$ cat config.mk
export PLATFORM = sky130hd
export DESIGN_NAME = link_scheduler
export DESIGN_NICKNAME = d
export VERILOG_FILES = /design/src/rtl/link_scheduler.sv
export SDC_FILE = /design/constraint.sdc
export NUM_CORES = 1
export LEC_CHECK = 0
export CORE_MARGIN = 3
export CORE_UTILIZATION = 30
export DETAILED_ROUTE_END_ITERATION = 8
export GPL_TIMING_DRIVEN = 1
export SYNTH_ARGS = -nofsm -noshare
export SYNTH_HDL_FRONTEND = slang
export SYNTH_SLANG_ARGS = --single-unit
$ cat constraint.sdc
create_clock -name clk -period 3.1 [get_ports clk]
set_clock_uncertainty 0.15 [all_clocks]
set_input_delay 0.465 -clock clk [delete_from_list [all_inputs] [get_ports clk]]
set_output_delay 0.465 -clock clk [all_outputs]
set_load 0.01 [all_outputs]
$ cat src/rtl/link_scheduler.sv
`default_nettype none
// ============================================================================
//  Module      : link_scheduler
//  Description : Round-robin scheduler for four sources sharing one serial
//                link. The winning source holds the link for FRAME_LEN
//                cycles, followed by a one-cycle GAP, before the next
//                arbitration in IDLE.
//  Ports       : clk      - clock, rising-edge active
//                rst      - synchronous active-high reset
//                req[3:0] - per-source transfer request
//                dst[7:0] - destination key of source i on dst[2i+1:2i]
//                gnt[3:0] - one-hot grant, 0 when the link is free
//                sKey     - sender-mux select (3 - winner)
//                rKey     - receiver-demux select (latched destination key)
//                link_en  - a frame bit is on the link
//                bit_idx  - current frame bit index
//                done     - one-cycle pulse after a completed frame
//                abort    - one-cycle pulse after a frame cut short
//  Revision    : 1.0 - initial release
// ============================================================================
module link_scheduler #(
   parameter int FRAME_LEN = 8
) (
   input  logic       clk,
   input  logic       rst,
   input  logic [3:0] req,
   input  logic [7:0] dst,
   output logic [3:0] gnt,
   output logic [1:0] sKey,
   output logic [1:0] rKey,
   output logic       link_en,
   output logic [7:0] bit_idx,
   output logic       done,
   output logic       abort
);

   localparam logic [7:0] c_LAST_BIT = 8'(FRAME_LEN - 1);

   typedef enum logic [1:0] {
      ST_IDLE = 2'd0,
      ST_XFER = 2'd1,
      ST_GAP  = 2'd2
   } state_t;

   state_t     r_state;
   logic [1:0] r_ptr;
   logic [1:0] r_win;
   logic [3:0] r_gnt;
   logic [1:0] r_skey;
   logic [1:0] r_rkey;
   logic       r_link_en;
   logic [7:0] r_bit_idx;
   logic       r_done;
   logic       r_abort;

   logic       w_found;
   logic [1:0] w_winner;
   logic [1:0] w_idx;
   logic [1:0] w_dst_key;

   // Round-robin search starting at r_ptr and wrapping modulo 4.
   always_comb begin
      w_found  = 1'b0;
      w_winner = r_ptr;
      w_idx    = r_ptr;
      for (int k = 0; k < 4; k++) begin
         w_idx = r_ptr + 2'(k);
         if (!w_found && req[w_idx]) begin
            w_found  = 1'b1;
            w_winner = w_idx;
         end
      end
   end

   assign w_dst_key = dst[{w_winner, 1'b0} +: 2];

   always_ff @(posedge clk) begin
      if (rst) begin
         r_state   <= ST_IDLE;
         r_ptr     <= 2'd0;
         r_win     <= 2'd0;
         r_gnt     <= 4'd0;
         r_skey    <= 2'd0;
         r_rkey    <= 2'd0;
         r_link_en <= 1'b0;
         r_bit_idx <= 8'd0;
         r_done    <= 1'b0;
         r_abort   <= 1'b0;
      end else begin
         case (r_state)
            ST_IDLE: begin
               r_done  <= 1'b0;
               r_abort <= 1'b0;
               if (w_found) begin
                  r_state   <= ST_XFER;
                  r_win     <= w_winner;
                  r_gnt     <= 4'b0001 << w_winner;
                  r_skey    <= 2'd3 - w_winner;
                  r_rkey    <= w_dst_key;
                  r_link_en <= 1'b1;
                  r_bit_idx <= 8'd0;
               end
            end
            ST_XFER: begin
               // Reaching the last bit completes the frame even if the
               // request drops on that same cycle.
               if (r_bit_idx == c_LAST_BIT || !req[r_win]) begin
                  r_state   <= ST_GAP;
                  r_gnt     <= 4'd0;
                  r_link_en <= 1'b0;
                  r_bit_idx <= 8'd0;
                  r_ptr     <= r_win + 2'd1;
                  r_done    <= (r_bit_idx == c_LAST_BIT);
                  r_abort   <= (r_bit_idx != c_LAST_BIT);
               end else begin
                  r_bit_idx <= r_bit_idx + 8'd1;
               end
            end
            ST_GAP: begin
               r_state <= ST_IDLE;
               r_done  <= 1'b0;
               r_abort <= 1'b0;
            end
            default: begin
               r_state   <= ST_IDLE;
               r_gnt     <= 4'd0;
               r_link_en <= 1'b0;
               r_bit_idx <= 8'd0;
               r_done    <= 1'b0;
               r_abort   <= 1'b0;
            end
         endcase
      end
   end

   assign gnt     = r_gnt;
   assign sKey    = r_skey;
   assign rKey    = r_rkey;
   assign link_en = r_link_en;
   assign bit_idx = r_bit_idx;
   assign done    = r_done;
   assign abort   = r_abort;

endmodule
`default_nettype wire

==> metrics.txt, run 1 <==
# TYPE chip_impl_metric gauge
chip_impl_info{name="timing.hold.worst.class",value="reg2reg"} 1
chip_impl_metric{name="wl_per_cell",unit="um"} 13.2
chip_impl_metric{name="timing.max_cap.violations",unit=""} 0
chip_impl_metric{name="number_of_global_route_vias_before_repair",unit=""} 1157
chip_impl_metric{name="nets_in_the_synthesized_netlist",unit=""} 167
chip_impl_metric{name="avgSynthCellArea",unit="um2"} 8.59
chip_impl_metric{name="final.setup.worst_slack",unit="ns"} 0.693
chip_impl_metric{name="final.period_utilization",unit=""} 0.776
chip_impl_metric{name="flow.area_growth_from_synthesis",unit="%"} 31.7
chip_impl_info{name="crit_path_end_kind",value="flip-flop"} 1
chip_impl_metric{name="route.detailed.vias_per_inst",unit=""} 5.22
chip_impl_metric{name="netSwitchingFraction",unit=""} 0.297
chip_impl_metric{name="finalWirelength",unit="um"} 3060
chip_impl_info{name="run_status",value="finished, final reports clean"} 1
chip_impl_metric{name="ys_async_sr_fraction",unit=""} 0
chip_impl_metric{name="synth_edf_count",unit=""} 0
chip_impl_metric{name="irDropWorstVdd",unit="mV"} 0.153
chip_impl_metric{name="dieWidth",unit="um"} 72.0
chip_impl_metric{name="ys_ff_latch",unit=""} 25
chip_impl_metric{name="pin_count",unit=""} 33
chip_impl_metric{name="seq_area",unit="um2"} 500
chip_impl_metric{name="ctsHoldBuffers",unit=""} 0
chip_impl_metric{name="final_layout_size_suffix_gt1_frac",unit=""} 0.0714
chip_impl_info{name="most_frequent_cell_after_synthesis",value="sky130_fd_sc_hd__dfxtp_1"} 1
chip_impl_metric{name="clock_input_transition_at_the_sequential_cells_of_the_worst_setup_and_hold_paths",unit="ns"} 0.08
chip_impl_info{name="yosys-top-cells-area",value="sky130_fd_sc_hd__dfxtp_1, sky130_fd_sc_hd__nor2_1, sky130_fd_sc_hd__a21oi_1"} 1
chip_impl_info{name="master_of_the_slowest_instance_on_the_critical_path",value="sky130_fd_sc_hd__nor3_1"} 1
chip_impl_metric{name="cp.arrival",unit="ns"} 2.40
chip_impl_metric{name="cts_buffer_depth",unit=""} 2
chip_impl_metric{name="yosysSeqAreaShare",unit=""} 0.383
chip_impl_metric{name="drc",unit=""} 0
chip_impl_metric{name="share_clk_of_total_power",unit=""} 0.243
chip_impl_metric{name="dp_worst_setup_slack",unit="ns"} 0.397
chip_impl_metric{name="critPathMaxStageDelay",unit="ns"} 0.82
chip_impl_metric{name="drt-pass1-iter-count",unit=""} 4
chip_impl_info{name="highest_signal_layer",value="met4"} 1
chip_impl_metric{name="met1_wirelength",unit="um"} 1420
chip_impl_metric{name="finish.instance_area",unit="um2"} 1720
chip_impl_metric{name="maximum_number_of_pins_on_one_net_before_global_route_repair",unit=""} 15
chip_impl_metric{name="fin_crit",unit="ns"} 2.41
chip_impl_metric{name="met2WireLength",unit="um"} 1500
chip_impl_metric{name="yosys_warnings",unit=""} 0
chip_impl_metric{name="floorplan.initialDensity",unit=""} 0.320
chip_impl_metric{name="critical_path.n_buffers_inverters",unit=""} 1
chip_impl_metric{name="post-dp-hpwl",unit="um"} 2390
chip_impl_metric{name="vias",unit=""} 1211
chip_impl_metric{name="multiInputGateArea",unit="um2"} 768
chip_impl_metric{name="power.static_leakage",unit="nW"} 0.632
chip_impl_metric{name="die_h",unit="um"} 72.0
chip_impl_metric{name="synthDominantCellAreaShare",unit=""} 0.383
chip_impl_metric{name="rows",unit=""} 23
chip_impl_metric{name="finalSetupTns",unit="ns"} 0
chip_impl_metric{name="combinationalPowerShare",unit=""} 0.266
chip_impl_metric{name="synthCells",unit=""} 152
chip_impl_metric{name="final-max-slew-violation-count",unit=""} 0
chip_impl_info{name="most_frequently_used_flop_master_after_synthesis",value="sky130_fd_sc_hd__dfxtp_1"} 1
chip_impl_metric{name="tightestPinTransition",unit="ns"} 1.05
chip_impl_info{name="synthDominantAreaCellType",value="sky130_fd_sc_hd__dfxtp_1"} 1
chip_impl_metric{name="first_iter_violations",unit=""} 37
chip_impl_metric{name="final_hold_violation_count",unit=""} 0
chip_impl_info{name="path_class",value="in2reg"} 1
chip_impl_metric{name="track_usage",unit=""} 0.125
chip_impl_metric{name="cts_num_sinks",unit=""} 25
chip_impl_metric{name="power.share.sequential",unit=""} 0.491
chip_impl_metric{name="postCtsResizedCells",unit=""} 0
chip_impl_metric{name="setup_viol",unit=""} 0
chip_impl_metric{name="globalRouteOverflowTotal",unit=""} 0
chip_impl_metric{name="met3_layer_wire_length_in_the_routed_design",unit="um"} 119
chip_impl_metric{name="synth.lib_cells_used.distinct",unit=""} 40
chip_impl_metric{name="ant_nets",unit=""} 0
chip_impl_metric{name="core_area",unit="um2"} 4090
chip_impl_metric{name="internal-power",unit="uW"} 546
chip_impl_metric{name="final_net_count",unit=""} 198
chip_impl_info{name="netlist_top_cells_count",value="sky130_fd_sc_hd__dfxtp_1, sky130_fd_sc_hd__nor2_1, sky130_fd_sc_hd__a21oi_1, sky130_fd_sc_hd__o21ai_0"} 1
chip_impl_metric{name="place_area",unit="um2"} 1670
chip_impl_metric{name="final.fill_count",unit=""} 426
chip_impl_metric{name="antenna_found_initial",unit=""} 0
chip_impl_info{name="worstPathCellList",value="clkdlybuf4s50_1 -> nor4_1 -> nor3_1 -> mux2i_1 -> nor2_1"} 1
chip_impl_metric{name="clk_latency",unit="ns"} 0.26
chip_impl_metric{name="cts_setup_buffers",unit=""} 0
chip_impl_metric{name="routability_cong",unit=""} 0.837
chip_impl_info{name="cts_tree",value="yes"} 1
chip_impl_metric{name="worst_hold_slack",unit="ns"} 0.297
chip_impl_metric{name="max-slew-margin-rel",unit=""} 0.297
chip_impl_metric{name="placement.io_buffers",unit=""} 32
chip_impl_metric{name="grt_pass1_wl",unit="um"} 5130
chip_impl_info{name="cts_root_buffer",value="sky130_fd_sc_hd__clkbuf_8"} 1
chip_impl_info{name="cp-start-kind",value="input port"} 1
chip_impl_metric{name="crit_path_max_fanout",unit=""} 11
chip_impl_metric{name="htreeDepth",unit=""} 1
chip_impl_info{name="path_delay_family",value="simple AND/OR/NAND/NOR gates"} 1
chip_impl_metric{name="power.density_cell_area",unit="nW/um2"} 451
chip_impl_metric{name="antennaDiodeCount",unit=""} 0
chip_impl_metric{name="total_switching_power",unit="uW"} 231
chip_impl_metric{name="cts_buffers",unit=""} 3
chip_impl_info{name="rsz0062_at_grt",value="no"} 1
chip_impl_metric{name="design.die.area",unit="um2"} 5180
chip_impl_metric{name="worst-endpoint-required",unit="ns"} 3.09
chip_impl_metric{name="synthesis.area",unit="um2"} 1310
chip_impl_metric{name="finalCoreUtilization",unit=""} 0.421
chip_impl_metric{name="maxClockFrequency",unit="GHz"} 0.415
[layer usage]
| metal | vias to the layer above | global-route usage |
|---|---|---|
| met2 | 30 | 0.205 |
| li1 | 625 | - |
| met3 | 2 | 0.0222 |
| met4 | 0 | 0.0585 |
| met5 | - | 0 |
| met1 | 554 | 0.158 |
[metrics by stage]
| step | instances | total power, mW |
|---|---|---|
| after floorplan | 152 | 0.508 |
| after global placement | 228 | 0.593 |
| after detailed placement | 228 | 0.597 |
| after CTS | 232 | 0.789 |
| after global routing | 232 | 0.827 |
| final | 232 | 0.777 |
[worst register-to-register path: stages, from the launching register on]
cell	delay, ns
sky130_fd_sc_hd__dfxtp_1	0.36
sky130_fd_sc_hd__or4_1	0.52
sky130_fd_sc_hd__or3_4	0.37
sky130_fd_sc_hd__and2_4	0.19
sky130_fd_sc_hd__or3_1	0.34
sky130_fd_sc_hd__a21oi_1	0.14
[worst paths after layout]
kind                                  from        to  slack [ns]  cells past startpoint
worst min-delay path                 abort     abort        0.30                      2
worst max-delay path                req[2]  r_win[1]        0.69                      5
worst min register to register       abort     abort        0.30                      2
worst max register to register  bit_idx[3]  r_ptr[1]        0.96                      5
[registers in the layout, summed over array words and instances, names as in the netlist]
| register | count |
|---|---|
| rKey | 2 |
| r_win | 2 |
| link_en | 1 |
| sKey | 2 |
| abort | 1 |
| gnt | 4 |
| r_state | 2 |
| done | 1 |
| r_ptr | 2 |
| bit_idx | 8 |
[power by group through the flow]
stage | logic (mW) | clock network [mW] | registers, mW
final | 0.207 | 0.188 | 0.382
after global routing | 0.229 | 0.211 | 0.387
after CTS | 0.209 | 0.199 | 0.381
after detailed placement | 0.208 | 0 | 0.389
after global placement | 0.205 | 0 | 0.388
after floorplan | 0.125 | 0 | 0.383
[layout make-up]
cell class / instances / share of cell area
Clock buffer: 3 / 0.0240
Clock inverter: 1 / 0.00291
Inverter: 2 / 0.00436
Multi-Input combinational cell: 117 / 0.447
Sequential cell: 25 / 0.291
Tap cell: 50 / 0.0364
Timing Repair Buffer: 34 / 0.195
[cells by family after synthesis]
kind of cell	share of synthesized area
simple gates	0.237
compound gates	0.269
flops	0.383
buf+inv	0.0287
xor+xnor	0.0402
mux	0.0326
fa+ha+maj	0.00958
[layout by cell type (no fill, tap or decap), types with 4 or more instances in the layout]
cell type	instances
sky130_fd_sc_hd__a21o_1	4
sky130_fd_sc_hd__a21oi_1	10
sky130_fd_sc_hd__clkdlybuf4s50_1	32
sky130_fd_sc_hd__dfxtp_1	25
sky130_fd_sc_hd__nand2_1	8
sky130_fd_sc_hd__nand2b_1	6
sky130_fd_sc_hd__nor2_1	15
sky130_fd_sc_hd__o2111ai_1	4
sky130_fd_sc_hd__o21ai_0	10
sky130_fd_sc_hd__o21bai_1	4
sky130_fd_sc_hd__xor2_1	5
Note: power is estimated with default switching activity, not from simulation.
==> run 2, diff against run 1 <==
Clock period 3.1 ns to 2.33 ns, I/O delays scaled along.
==> run 2 against run 1 <==
Against the previous run: utilization up 2.3 points; first-iteration DRC count down 5.4%; critical endpoint is now r_ptr[1]; die area unchanged; worst setup slack worse by 0.52 ns; largest power group unchanged; critical path type is now reg2reg; via count up 7.2%; non-clock buffer count up 12; highest routed layer unchanged; sequential share of layout area down 1.5 points; combinational power up 47%; sequential power up 32%; largest cell class unchanged; clock power up 32%.
==> metrics.txt, run 2 (synthesis gave the netlist of run 1 again) <==
# TYPE chip_impl_metric gauge
chip_impl_metric{name="wl_per_cell",unit="um"} 13.2
chip_impl_metric{name="ant_nets",unit=""} 0
chip_impl_info{name="run_status",value="finished, final reports clean"} 1
chip_impl_metric{name="drt-pass1-iter-count",unit=""} 4
chip_impl_metric{name="r2r_setup_slack",unit="ns"} 0.17
chip_impl_metric{name="core_area",unit="um2"} 4090
chip_impl_metric{name="tightestPinTransition",unit="ns"} 0.680
chip_impl_info{name="worstPathCellList",value="or4_1 -> or3_4 -> and2_4 -> or3_1 -> a21oi_1"} 1
chip_impl_metric{name="clk_latency",unit="ns"} 0.26
chip_impl_metric{name="antenna_found_initial",unit=""} 0
chip_impl_metric{name="setup_viol",unit=""} 0
chip_impl_metric{name="rows",unit=""} 23
chip_impl_metric{name="max-slew-margin-rel",unit=""} 0.544
chip_impl_metric{name="critPathMaxStageDelay",unit="ns"} 0.54
chip_impl_metric{name="depth_of_the_worst_register_to_register_path",unit=""} 5
chip_impl_info{name="mostFrequentLayoutCells",value="sky130_fd_sc_hd__clkdlybuf4s50_1, sky130_fd_sc_hd__dfxtp_1, sky130_fd_sc_hd__nor2_1"} 1
chip_impl_info{name="cts_tree",value="yes"} 1
chip_impl_metric{name="power.density_cell_area",unit="nW/um2"} 583
chip_impl_info{name="master_of_the_slowest_instance_on_the_critical_path",value="sky130_fd_sc_hd__or4_1"} 1
chip_impl_metric{name="flow.area_growth_from_synthesis",unit="%"} 39.0
chip_impl_metric{name="route.detailed.vias_per_inst",unit=""} 5.32
chip_impl_metric{name="crit_path_max_fanout",unit=""} 6
chip_impl_metric{name="pin_count",unit=""} 33
chip_impl_metric{name="first_iter_violations",unit=""} 35
chip_impl_metric{name="floorplan.initialDensity",unit=""} 0.320
chip_impl_info{name="crit_path_end_kind",value="flip-flop"} 1
chip_impl_metric{name="finalWirelength",unit="um"} 3220
chip_impl_metric{name="timing.max_cap.violations",unit=""} 0
chip_impl_metric{name="number_of_global_route_vias_before_repair",unit=""} 1238
chip_impl_metric{name="worst_hold_slack",unit="ns"} 0.299
chip_impl_metric{name="finalSetupTns",unit="ns"} 0
chip_impl_metric{name="design.die.area",unit="um2"} 5180
chip_impl_metric{name="post_layout_nonfiller_instances",unit=""} 244
chip_impl_metric{name="htreeDepth",unit=""} 1
chip_impl_metric{name="globalRouteOverflowTotal",unit=""} 0
chip_impl_info{name="cp-start-kind",value="flip-flop"} 1
chip_impl_info{name="timing.hold.worst.class",value="reg2reg"} 1
chip_impl_metric{name="final_hold_violation_count",unit=""} 0
chip_impl_metric{name="drc",unit=""} 0
chip_impl_metric{name="totalPowerFinal",unit="mW"} 1.06
chip_impl_metric{name="place.detailed.instances",unit=""} 240
chip_impl_metric{name="vias",unit=""} 1298
chip_impl_info{name="path_class",value="reg2reg"} 1
chip_impl_metric{name="maxClockFrequency",unit="GHz"} 0.463
chip_impl_metric{name="clock_input_transition_at_the_sequential_cells_of_the_worst_setup_and_hold_paths",unit="ns"} 0.08
chip_impl_metric{name="cts_num_sinks",unit=""} 25
chip_impl_metric{name="worst-endpoint-required",unit="ns"} 2.38
chip_impl_info{name="rsz0062_at_grt",value="no"} 1
chip_impl_metric{name="ctsHoldBuffers",unit=""} 0
chip_impl_metric{name="placement.io_buffers",unit=""} 32
chip_impl_metric{name="cts_setup_buffers",unit=""} 0
chip_impl_metric{name="maximum_number_of_pins_on_one_net_before_global_route_repair",unit=""} 15
chip_impl_info{name="cts_root_buffer",value="sky130_fd_sc_hd__clkbuf_8"} 1
chip_impl_metric{name="routability_cong",unit=""} 0.890
chip_impl_metric{name="multiInputGateArea",unit="um2"} 773
chip_impl_metric{name="dieWidth",unit="um"} 72.0
chip_impl_metric{name="cp.arrival",unit="ns"} 2.21
chip_impl_metric{name="antennaDiodeCount",unit=""} 0
chip_impl_info{name="mostFrequentLayoutCell",value="sky130_fd_sc_hd__clkdlybuf4s50_1"} 1
chip_impl_metric{name="cts_buffers",unit=""} 3
chip_impl_metric{name="irDropWorstVdd",unit="mV"} 0.221
chip_impl_metric{name="power.static_leakage",unit="nW"} 0.691
chip_impl_metric{name="die_h",unit="um"} 72.0
chip_impl_info{name="critPathCapture",value="r_ptr[1]"} 1
chip_impl_metric{name="final.period_utilization",unit=""} 0.928
chip_impl_info{name="critPathLaunch",value="bit_idx[3]"} 1
chip_impl_metric{name="cts_buffer_depth",unit=""} 2
chip_impl_info{name="r2r-end",value="r_ptr[1]"} 1
chip_impl_metric{name="seq_area",unit="um2"} 500
chip_impl_metric{name="fin_crit",unit="ns"} 2.16
chip_impl_metric{name="track_usage",unit=""} 0.132
chip_impl_metric{name="largest_register_ffs",unit=""} 8
chip_impl_metric{name="post-dp-hpwl",unit="um"} 2610
chip_impl_metric{name="final-max-slew-violation-count",unit=""} 0
chip_impl_metric{name="grt_pass1_wl",unit="um"} 5520
chip_impl_metric{name="final_layout_size_suffix_gt1_frac",unit=""} 0.134
chip_impl_metric{name="final.fill_count",unit=""} 420
chip_impl_metric{name="final_net_count",unit=""} 210
chip_impl_info{name="r2r-start",value="bit_idx[3]"} 1
[run 2: changes by cell type in the layout (fill, tap and decap cells not counted)]
cell | previous run | this run
sky130_fd_sc_hd__buf_4 | 2 | 14
sky130_fd_sc_hd__nor3_1 | 3 | 2
sky130_fd_sc_hd__nor3_2 | 0 | 1
[run 2: power breakdown]
| group | internal, mW | leakage (nW) | switching [mW] |
|---|---|---|---|
| Clock | 0.119 | 0.0255 | 0.129 |
| Combinational | 0.162 | 0.461 | 0.142 |
| Sequential | 0.467 | 0.204 | 0.0394 |
[run 2: what timing repair did]
action,4_1_cts,5_1_grt
endpoints found under the setup margin,0,6
gates resized for setup,0,1
hold endpoints to repair,0,0
[run 2: through the flow]
stage	cell area (um2)	setup slack (ns)	util
final	1820	0.169	0.444
after global routing	1820	0.0330	0.444
after CTS	1810	0.113	0.443
after detailed placement	1760	-0.174	0.432
after global placement	1760	-0.0122	0.432
after floorplan	1310	0.281	-
[run 2: worst min-delay path by stage]
stage,slack (ns),depth (start not counted),from,end
after floorplan,0.32,2,abort,abort
after global placement,0.28,1,link_en,link_en
after detailed placement,0.29,1,link_en,link_en
after CTS,0.31,2,abort,abort
after global routing,0.33,1,link_en,link_en
final,0.30,2,abort,abort
[run 2: layer usage]
layer,GRT usage,part of all wire,vias to the layer above
met1,0.165,0.45,608
met5,0,0,-
li1,-,-,646
met4,0.0543,0.019,0
met3,0.0249,0.049,8
met2,0.220,0.48,36
[run 2: critical path, delay by kind of cell (launching register included)]
family	cells	cell delay (ns)
flip-flops	1	0.37
AND/OR/NAND/NOR	4	1.44
AO/OA/AOI/OAI	1	0.14
[run 2: cell type report]
type | instances | share of cell area
clock buffer | 3 | 0.0227
sequential | 25 | 0.276
clock inverter | 1 | 0.00276
tap | 50 | 0.0345
multi-input combinational | 117 | 0.426
inverter | 2 | 0.00414
timing repair buffer | 46 | 0.234
